`src/rtl/prga.sv`:
```
// ARC4 PRGA / decrypt stage: reads key-scheduled S and length-prefixed CT, writes length-prefixed PT.
// Optional plaintext printability check enabled by defining PRGA_KEYCHECK_EN.
module prga #(
  parameter int MSG_MAX = 255
) (
  input  logic       clk,
  input  logic       rst_n,
  input  logic       en,
  output logic       rdy,
  output logic [7:0] s_addr,
  input  logic [7:0] s_rddata,
  output logic [7:0] s_wrdata,
  output logic       s_wren,
  output logic [7:0] ct_addr,
  input  logic [7:0] ct_rddata,
  output logic [7:0] pt_addr,
  output logic [7:0] pt_wrdata,
  output logic       pt_wren,
  output logic       key_valid
);

  typedef enum logic [3:0] {
    IDLE, RD_LEN, WR_LEN, RD_SI, RD_SJ, WR_SI, WR_SJ, RD_PAD, WR_PT, DONE
  } state_e;

  localparam logic [8:0] MAX9 = 9'(MSG_MAX);

  state_e     state_q, state_d;
  logic [7:0] i_q, i_d, j_q, j_d, k_q, k_d, len_q, len_d;
  logic [7:0] si_q, si_d, sj_q, sj_d, ct_q, ct_d;
  logic [7:0] len_next, pt_byte;

  // Length and keystream byte are taken straight off the read bus the cycle they become valid.
  assign len_next = ({1'b0, ct_rddata} > MAX9) ? MAX9[7:0] : ct_rddata;
  assign pt_byte  = ct_q ^ s_rddata;

  always_ff @(posedge clk) begin
    if (!rst_n) begin
      state_q <= IDLE;
      i_q     <= '0;
      j_q     <= '0;
      k_q     <= '0;
      len_q   <= '0;
      si_q    <= '0;
      sj_q    <= '0;
      ct_q    <= '0;
    end else begin
      state_q <= state_d;
      i_q     <= i_d;
      j_q     <= j_d;
      k_q     <= k_d;
      len_q   <= len_d;
      si_q    <= si_d;
      sj_q    <= sj_d;
      ct_q    <= ct_d;
    end
  end

  always_comb begin
    state_d = state_q;
    i_d     = i_q;
    j_d     = j_q;
    k_d     = k_q;
    len_d   = len_q;
    si_d    = si_q;
    sj_d    = sj_q;
    ct_d    = ct_q;
    unique case (state_q)
      IDLE, DONE: begin
        if (en)                 state_d = RD_LEN;
        else if (state_q == DONE) state_d = IDLE;
      end
      RD_LEN: state_d = WR_LEN;
      WR_LEN: begin
        len_d   = len_next;
        i_d     = '0;
        j_d     = '0;
        k_d     = 8'd1;
        state_d = (len_next == 8'd0) ? DONE : RD_SI;
      end
      RD_SI: begin
        i_d     = i_q + 8'd1;
        state_d = RD_SJ;
      end
      RD_SJ: begin
        si_d    = s_rddata;
        j_d     = j_q + s_rddata;
        state_d = WR_SI;
      end
      WR_SI: begin
        sj_d    = s_rddata;
        state_d = WR_SJ;
      end
      WR_SJ:  state_d = RD_PAD;
      RD_PAD: begin
        ct_d    = ct_rddata;
        state_d = WR_PT;
      end
      WR_PT: begin
        if (k_q == len_q) begin
          state_d = DONE;
        end else begin
          k_d     = k_q + 8'd1;
          state_d = RD_SI;
        end
      end
      default: state_d = IDLE;
    endcase
  end

  always_comb begin
    rdy       = (state_q == IDLE) || (state_q == DONE);
    s_addr    = '0;
    s_wrdata  = '0;
    s_wren    = 1'b0;
    ct_addr   = '0;
    pt_addr   = '0;
    pt_wrdata = '0;
    pt_wren   = 1'b0;
    unique case (state_q)
      WR_LEN: begin
        pt_wrdata = len_next;
        pt_wren   = 1'b1;
      end
      RD_SI:  s_addr = i_q + 8'd1;
      RD_SJ:  s_addr = j_q + s_rddata;
      WR_SI: begin
        s_addr   = i_q;
        s_wrdata = s_rddata;
        s_wren   = 1'b1;
      end
      WR_SJ: begin
        s_addr   = j_q;
        s_wrdata = si_q;
        s_wren   = 1'b1;
        ct_addr  = k_q;
      end
      RD_PAD: s_addr = si_q + sj_q;
      WR_PT: begin
        pt_addr   = k_q;
        pt_wrdata = pt_byte;
        pt_wren   = 1'b1;
      end
      default: ;
    endcase
  end

`ifdef PRGA_KEYCHECK_EN
  logic ok_q, ok_d, kv_q, kv_d, printable;

  assign printable = (pt_byte >= 8'h20) && (pt_byte <= 8'h7E);
  assign key_valid = kv_q;

  always_ff @(posedge clk) begin
    if (!rst_n) begin
      ok_q <= 1'b0;
      kv_q <= 1'b0;
    end else begin
      ok_q <= ok_d;
      kv_q <= kv_d;
    end
  end

  // Verdict lands on the edge into DONE so it is already visible while rdy rises.
  always_comb begin
    ok_d = ok_q;
    kv_d = kv_q;
    if (rdy && en) begin
      ok_d = 1'b1;
      kv_d = 1'b0;
    end
    if (state_q == WR_LEN && len_next == 8'd0) kv_d = 1'b1;
    if (state_q == WR_PT) begin
      ok_d = ok_q & printable;
      if (k_q == len_q) kv_d = ok_q & printable;
    end
  end
`else
  assign key_valid = 1'b0;
`endif

endmodule

```
`config.mk`:
```
export PLATFORM = sky130hd
export DESIGN_NAME = prga
export DESIGN_NICKNAME = d
export VERILOG_FILES = /design/src/rtl/prga.sv
export SDC_FILE = /design/constraint.sdc
export NUM_CORES = 1
export LEC_CHECK = 0
export ABC_CLOCK_PERIOD_IN_PS = 2100
export BUFFER_PORTS_ARGS = -buffer_cell sky130_fd_sc_hd__buf_4
export CAP_MARGIN = 0
export CORE_MARGIN = 1
export CORE_UTILIZATION = 33
export CTS_CLUSTER_DIAMETER = 40
export DETAILED_ROUTE_END_ITERATION = 12
export PLACE_DENSITY = 0.48
export SLEW_MARGIN = 20
export SYNTH_ARGS = -nofsm -noshare
export SYNTH_HDL_FRONTEND = slang
export SYNTH_SLANG_ARGS = --single-unit
export TNS_END_PERCENT = 20
```
`constraint.sdc`:
```
create_clock -name clk -period 2.1 [get_ports clk]
set_input_delay 0 -clock clk [delete_from_list [all_inputs] [get_ports clk]]
set_output_delay 0 -clock clk [all_outputs]
set_load 0.1 [all_outputs]
```
Yosys cells after proc, flatten, opt, wreduce, memory -nomap -nowiden
Cells that the tools add are included.

word-level totals
  input bits = 19
  bits in latches = 0
  flip-flop bits (word level) = 60
  bits in writable memories = 0
  bits in read-only memories = 0
  output and inout bits = 44
  memories = 0

operators by class
  eq/ne operators = 12
  magnitude comparators = 0
  multiplexer cells = 16
  div/mod/pow operators = 0
  add/sub/neg operators = 4
  bitwise gates (word level) = 1
  multiply operators = 0
  reductions and logical operators = 10
  shift-type cells = 0

operator list
  operator                                                         count
  8-bit one-hot mux with 2 select lines                            5
  8-bit one-hot mux with 5 select lines                            1
  4-bit one-hot mux with 9 select lines                            1
  8-bit two-way mux                                                3
  8-bit by 1-bit adder with 8-bit output, second input constant    2
  8-bit adder                                                      2
  4-bit by 3-bit == test with 1-bit output, second input constant  4
  4-bit two-way mux                                                4
  4-bit by 2-bit == test with 1-bit output, second input constant  2
  4-bit == test, second input constant                             2
  8-bit == test                                                    1
  8-bit logical NOT                                                1
  8-bit bitwise XOR                                                1
  2-bit nonzero test                                               3
  2-bit OR reduction                                               3
  4-bit by 1-bit == test with 1-bit output, second input constant  1
  4-bit logical NOT                                                1
  3-bit != test, second input constant                             1
  1-bit two-way mux                                                2
  2-bit != test, second input constant                             1
  2-bit AND reduction                                              1
  1-bit logical OR                                                 1

Longest topological paths before layout
  word-level depth = 4
  gate-level depth with buffers = 7
  depth with buffers taken out = 7

Worst setup path before layout
OpenSTA, ideal clock, no wires.

  path type = register to output
  start point = reg si_q[0]
  end point = out s_addr[6]
  required time = 2100 ps
  setup slack = -1220 ps
  data arrival time = 3320 ps
  cell stages (with the launch flop) = 7
  cell sequence = dfxtp_1 ha_1 fa_1 a211oi_1 o21bai_1 a21oi_1 o311ai_1

on the way
  cells in the longest elaborated chain, start to end = 2

ends and longest elaborated chain
  item                                   line  text
  from (decl)                            30    logic [7:0] si_q, si_d, sj_q, sj_d, ct_q, ct_d;
  from (signal assigned)                 53    si_q <= si_d;
  8-bit adder                            138   RD_PAD: s_addr = si_q + sj_q;
  8-bit one-hot mux with 5 select lines  120   unique case (state_q)
  to (decl)                              10    output logic [7:0] s_addr,

Every way passes these cells.

Worst setup path after layout
  start point = reg j_q[0]
  end point = out s_addr[6]

on the way
  cells in the longest elaborated chain, start to end = 2

ends and longest elaborated chain
  item                                   line  text
  from (decl)                            29    logic [7:0] i_q, i_d, j_q, j_d, k_q, k_d, len_q, len_d;
  from (signal assigned)                 50    j_q <= j_d;
  8-bit adder                            126   RD_SJ: s_addr = j_q + s_rddata;
  8-bit one-hot mux with 5 select lines  120

Every way passes these cells.

==> flow_metrics.tcl <==
set metrics [dict create \
    fillers 1145 \
    clkSlewWorstSetupHoldPaths_ps 50 \
    avgRoutedWirePerCell_um 16.2 \
    drc_errors 0 \
    cp-end-kind "output port" \
    hold_slack_ps 15.6 \
    gp_congestion 0.888 \
    final_nets 636 \
    track_usage 0.213 \
    synth_area_leaders "dfxtp_1 31%, nand2_1 10%, a21boi_0 6.8%, ha_1 5.2%, xnor2_1 3.6%" \
    finalWorstSetupSlack_ps -267 \
    ys_seq_area_frac 0.311 \
    dp_hpwl_um 8730 \
    cp.arrival_ps 2370 \
    grt-ovfl-total 0 \
    required_ps 2100 \
    ys_types 54 \
    hold_viol_final 0 \
    finalMaxSlewViolations 0 \
    grt_first_pass_wirelength_um 18900 \
    cellPowerDensity_mw_per_mm2 560 \
    clock_tree.root_cell "clkbuf_16" \
    synth.top_cells.by_count "108 x nand2_1, 60 x dfxtp_1, 35 x a21boi_0, 23 x a21oi_1, 23 x nor2_1" \
    period_share 1.13 \
    combPwrFrac 0.146 \
    vias 3804 \
    tritoncts "built" \
    fp-row-count 39 \
    tightestPinTransition_ps 650 \
    grt_pass1_vias 3526 \
    start_util 0.339 \
    cap_violations 0 \
    io_pins 63 \
    die_w_um 110 \
    cp_cell_sequence "ha_4 > fa_2 > a211oi_2 > buf_4 > o21a_1 > o211ai_1 > a31oi_1 > o311ai_2 > buf_6" \
    cpLargestDelayFamily "compound AO/OA/AOI/OAI gates" \
    setup_viol 5 \
    layout.area.seq_mm2 0.00121 \
    leakage_nw 2.29 \
    status "finished, violations left" \
    htree_levels 3 \
    insertion_delay_ps 340 \
    ys_async_sr_fraction 0 \
    synth-seq-cells 60 \
    clock-sinks 60 \
    yosys_warnings 0 \
    period_minus_slack_ps 2370 \
    power_switching_w 0.000820 \
    cts_made_buffers 9 \
    synthCells 486 \
    grt_max_degree 47 \
    fmax_ghz 0.423 \
    cts_max_path_buffers 2 \
    synth_edf_count 0 \
    startpoint_type "flip-flop" \
    skew_ps 3.33 \
    pwr-share-seq 0.382 \
    switching_share 0.268 \
    netlist_area_mm2 0.00387 \
    hold_class "in -> reg" \
    criticalPathCategory "reg -> out" \
    violations "setup timing" \
    worstPathMaxFanout 3 \
    path_buf_inv 2 \
    fp.dieH_um 110 \
    synth_top_area_cell "dfxtp_1" \
    wl_um 12100 \
    core_area_mm2 0.0114 \
    avgSynthCellArea_um2 7.96 \
    multi_input_area_mm2 0.00270 \
    antenna_found_initial 0 \
    drive_above_1_share 0.270 \
    cpPeakStageDelay_ps 340 \
    synth_top_area_share 0.311 \
    detail_route.iter0.violations 229 \
    power.total_w 0.00306 \
    maxSlewHeadroom 0.565 \
    synth_fp_nets 523 \
    yosysMostFrequentCell "nand2_1" \
    setup_tns_ps -812 \
    final_antenna_net_count 0 \
    die_area_mm2 0.0122 \
    p_clk_frac 0.472 \
    diodes 0 \
    intPower_w 0.00224 \
    via_per_inst 5.10 \
    portBuffers 61 \
    rsz0062_at_grt "yes" \
    synth_ff_type "dfxtp_1" \
    first_pass_iters 4 \
    cpMaxStageDelayCell "fa_2" \
    peakVddDrop_mv 0.349 \
    area_delta_synth_final_pct 41.3 \
]
[kinds of logic after synthesis]
group / Yosys count / share of synthesized area
AO/OA/AOI/OAI: 131 / 0.231
XOR/XNOR: 31 / 0.0702
adder cells (fa/ha/maj): 18 / 0.0621
buffers and inverters: 27 / 0.0366
flip-flops: 60 / 0.311
multiplexers: 4 / 0.0107
other: 1 / 0.000970
AND/OR/NAND/NOR: 214 / 0.278
[flip-flops by register name, indices dropped and copies added (netlist names)]
name	cells
i_q	8
j_q	8
si_q	8
sj_q	8
ct_q	8
state_q	4
len_q	8
k_q	8
[power by group through the flow]
stage / logic [W] / registers (W) / clock network [W]
after CTS: 0.000441 / 0.00117 / 0.00148
after floorplan: 0.000269 / 0.00119 / 0
after detailed placement: 0.000396 / 0.00119 / 0
final: 0.000447 / 0.00117 / 0.00144
after global routing: 0.000479 / 0.00117 / 0.00154
after global placement: 0.000396 / 0.00119 / 0
[cell type report]
class | count | area share
Tap cell | 143 | 0.0327
Multi-Input combinational cell | 399 | 0.494
Inverter | 3 | 0.00206
Clock inverter | 1 | 0.000916
Clock buffer | 14 | 0.0520
Timing Repair Buffer | 126 | 0.197
Sequential cell | 60 | 0.222
[worst paths after layout]
check	startpoint	end	slack, ps	cells after the start
max	j_q[0]$_SDFFE_PN0N_	s_addr[6]	-270	9
max reg2reg	state_q[3]$_SDFFE_PN0P_	sj_q[0]$_SDFFE_PN0N_	70	8
min reg2reg	sj_q[5]$_SDFFE_PN0N_	sj_q[5]$_SDFFE_PN0N_	470	2
min	s_rddata[2]	sj_q[2]$_SDFFE_PN0N_	20	3
[per-stage QoR]
| stage | utilization | instances | setup WS [ps] | instance area (um^2) |
|---|---|---|---|---|
| after global placement | 0.413 | 707 | -15.2 | 4720 |
| final | 0.479 | 746 | -267 | 5470 |
| after global routing | 0.479 | 746 | -354 | 5470 |
| after floorplan | - | 486 | -581 | 3890 |
| after detailed placement | 0.413 | 707 | -85.8 | 4720 |
| after CTS | 0.471 | 744 | -368 | 5370 |
[placed cells by master, fill, tap and decap left out, types with 7 or more instances in the layout]
cell type | netlist | routed
nand2_1 | 108 | 108
buf_4 | 3 | 89
dfxtp_1 | 60 | 55
a21boi_0 | 35 | 35
a21oi_1 | 23 | 22
nor2_1 | 23 | 22
dlygate4sd3_1 | 0 | 18
buf_6 | 2 | 17
xnor2_1 | 16 | 16
xor2_1 | 15 | 15
and3_1 | 13 | 13
ha_1 | 16 | 11
nand3_1 | 10 | 10
o21ai_0 | 21 | 10
nor2b_1 | 9 | 9
clkbuf_16 | 0 | 9
a21o_1 | 8 | 8
and2_1 | 8 | 8
a22oi_1 | 8 | 7
o21ai_2 | 0 | 7
[worst min-delay path: stages]
cell and delay, ps:
buf_4 150, nand2_1 80, a21boi_0 70
[timing repair]
item | CTS | global route
buffers inserted | 4 | 2
gates resized for setup | 35 | 21
setup endpoints to repair | 16 | 14
pin swaps | 12 | 4
hold buffers | 18 | 0
endpoints found under the hold margin | 31 | 0
[per-layer routing]
| layer | track usage | vias up | wire length [um] |
|---|---|---|---|
| met4 | 0.0977 | 0 | 300 |
| li1 | - | 1932 | - |
| met2 | 0.325 | 63 | 5470 |
| met5 | 0 | - | 0 |
| met3 | 0.0353 | 16 | 349 |
| met1 | 0.292 | 1793 | 5980 |
(Power assumes the default switching activity.)
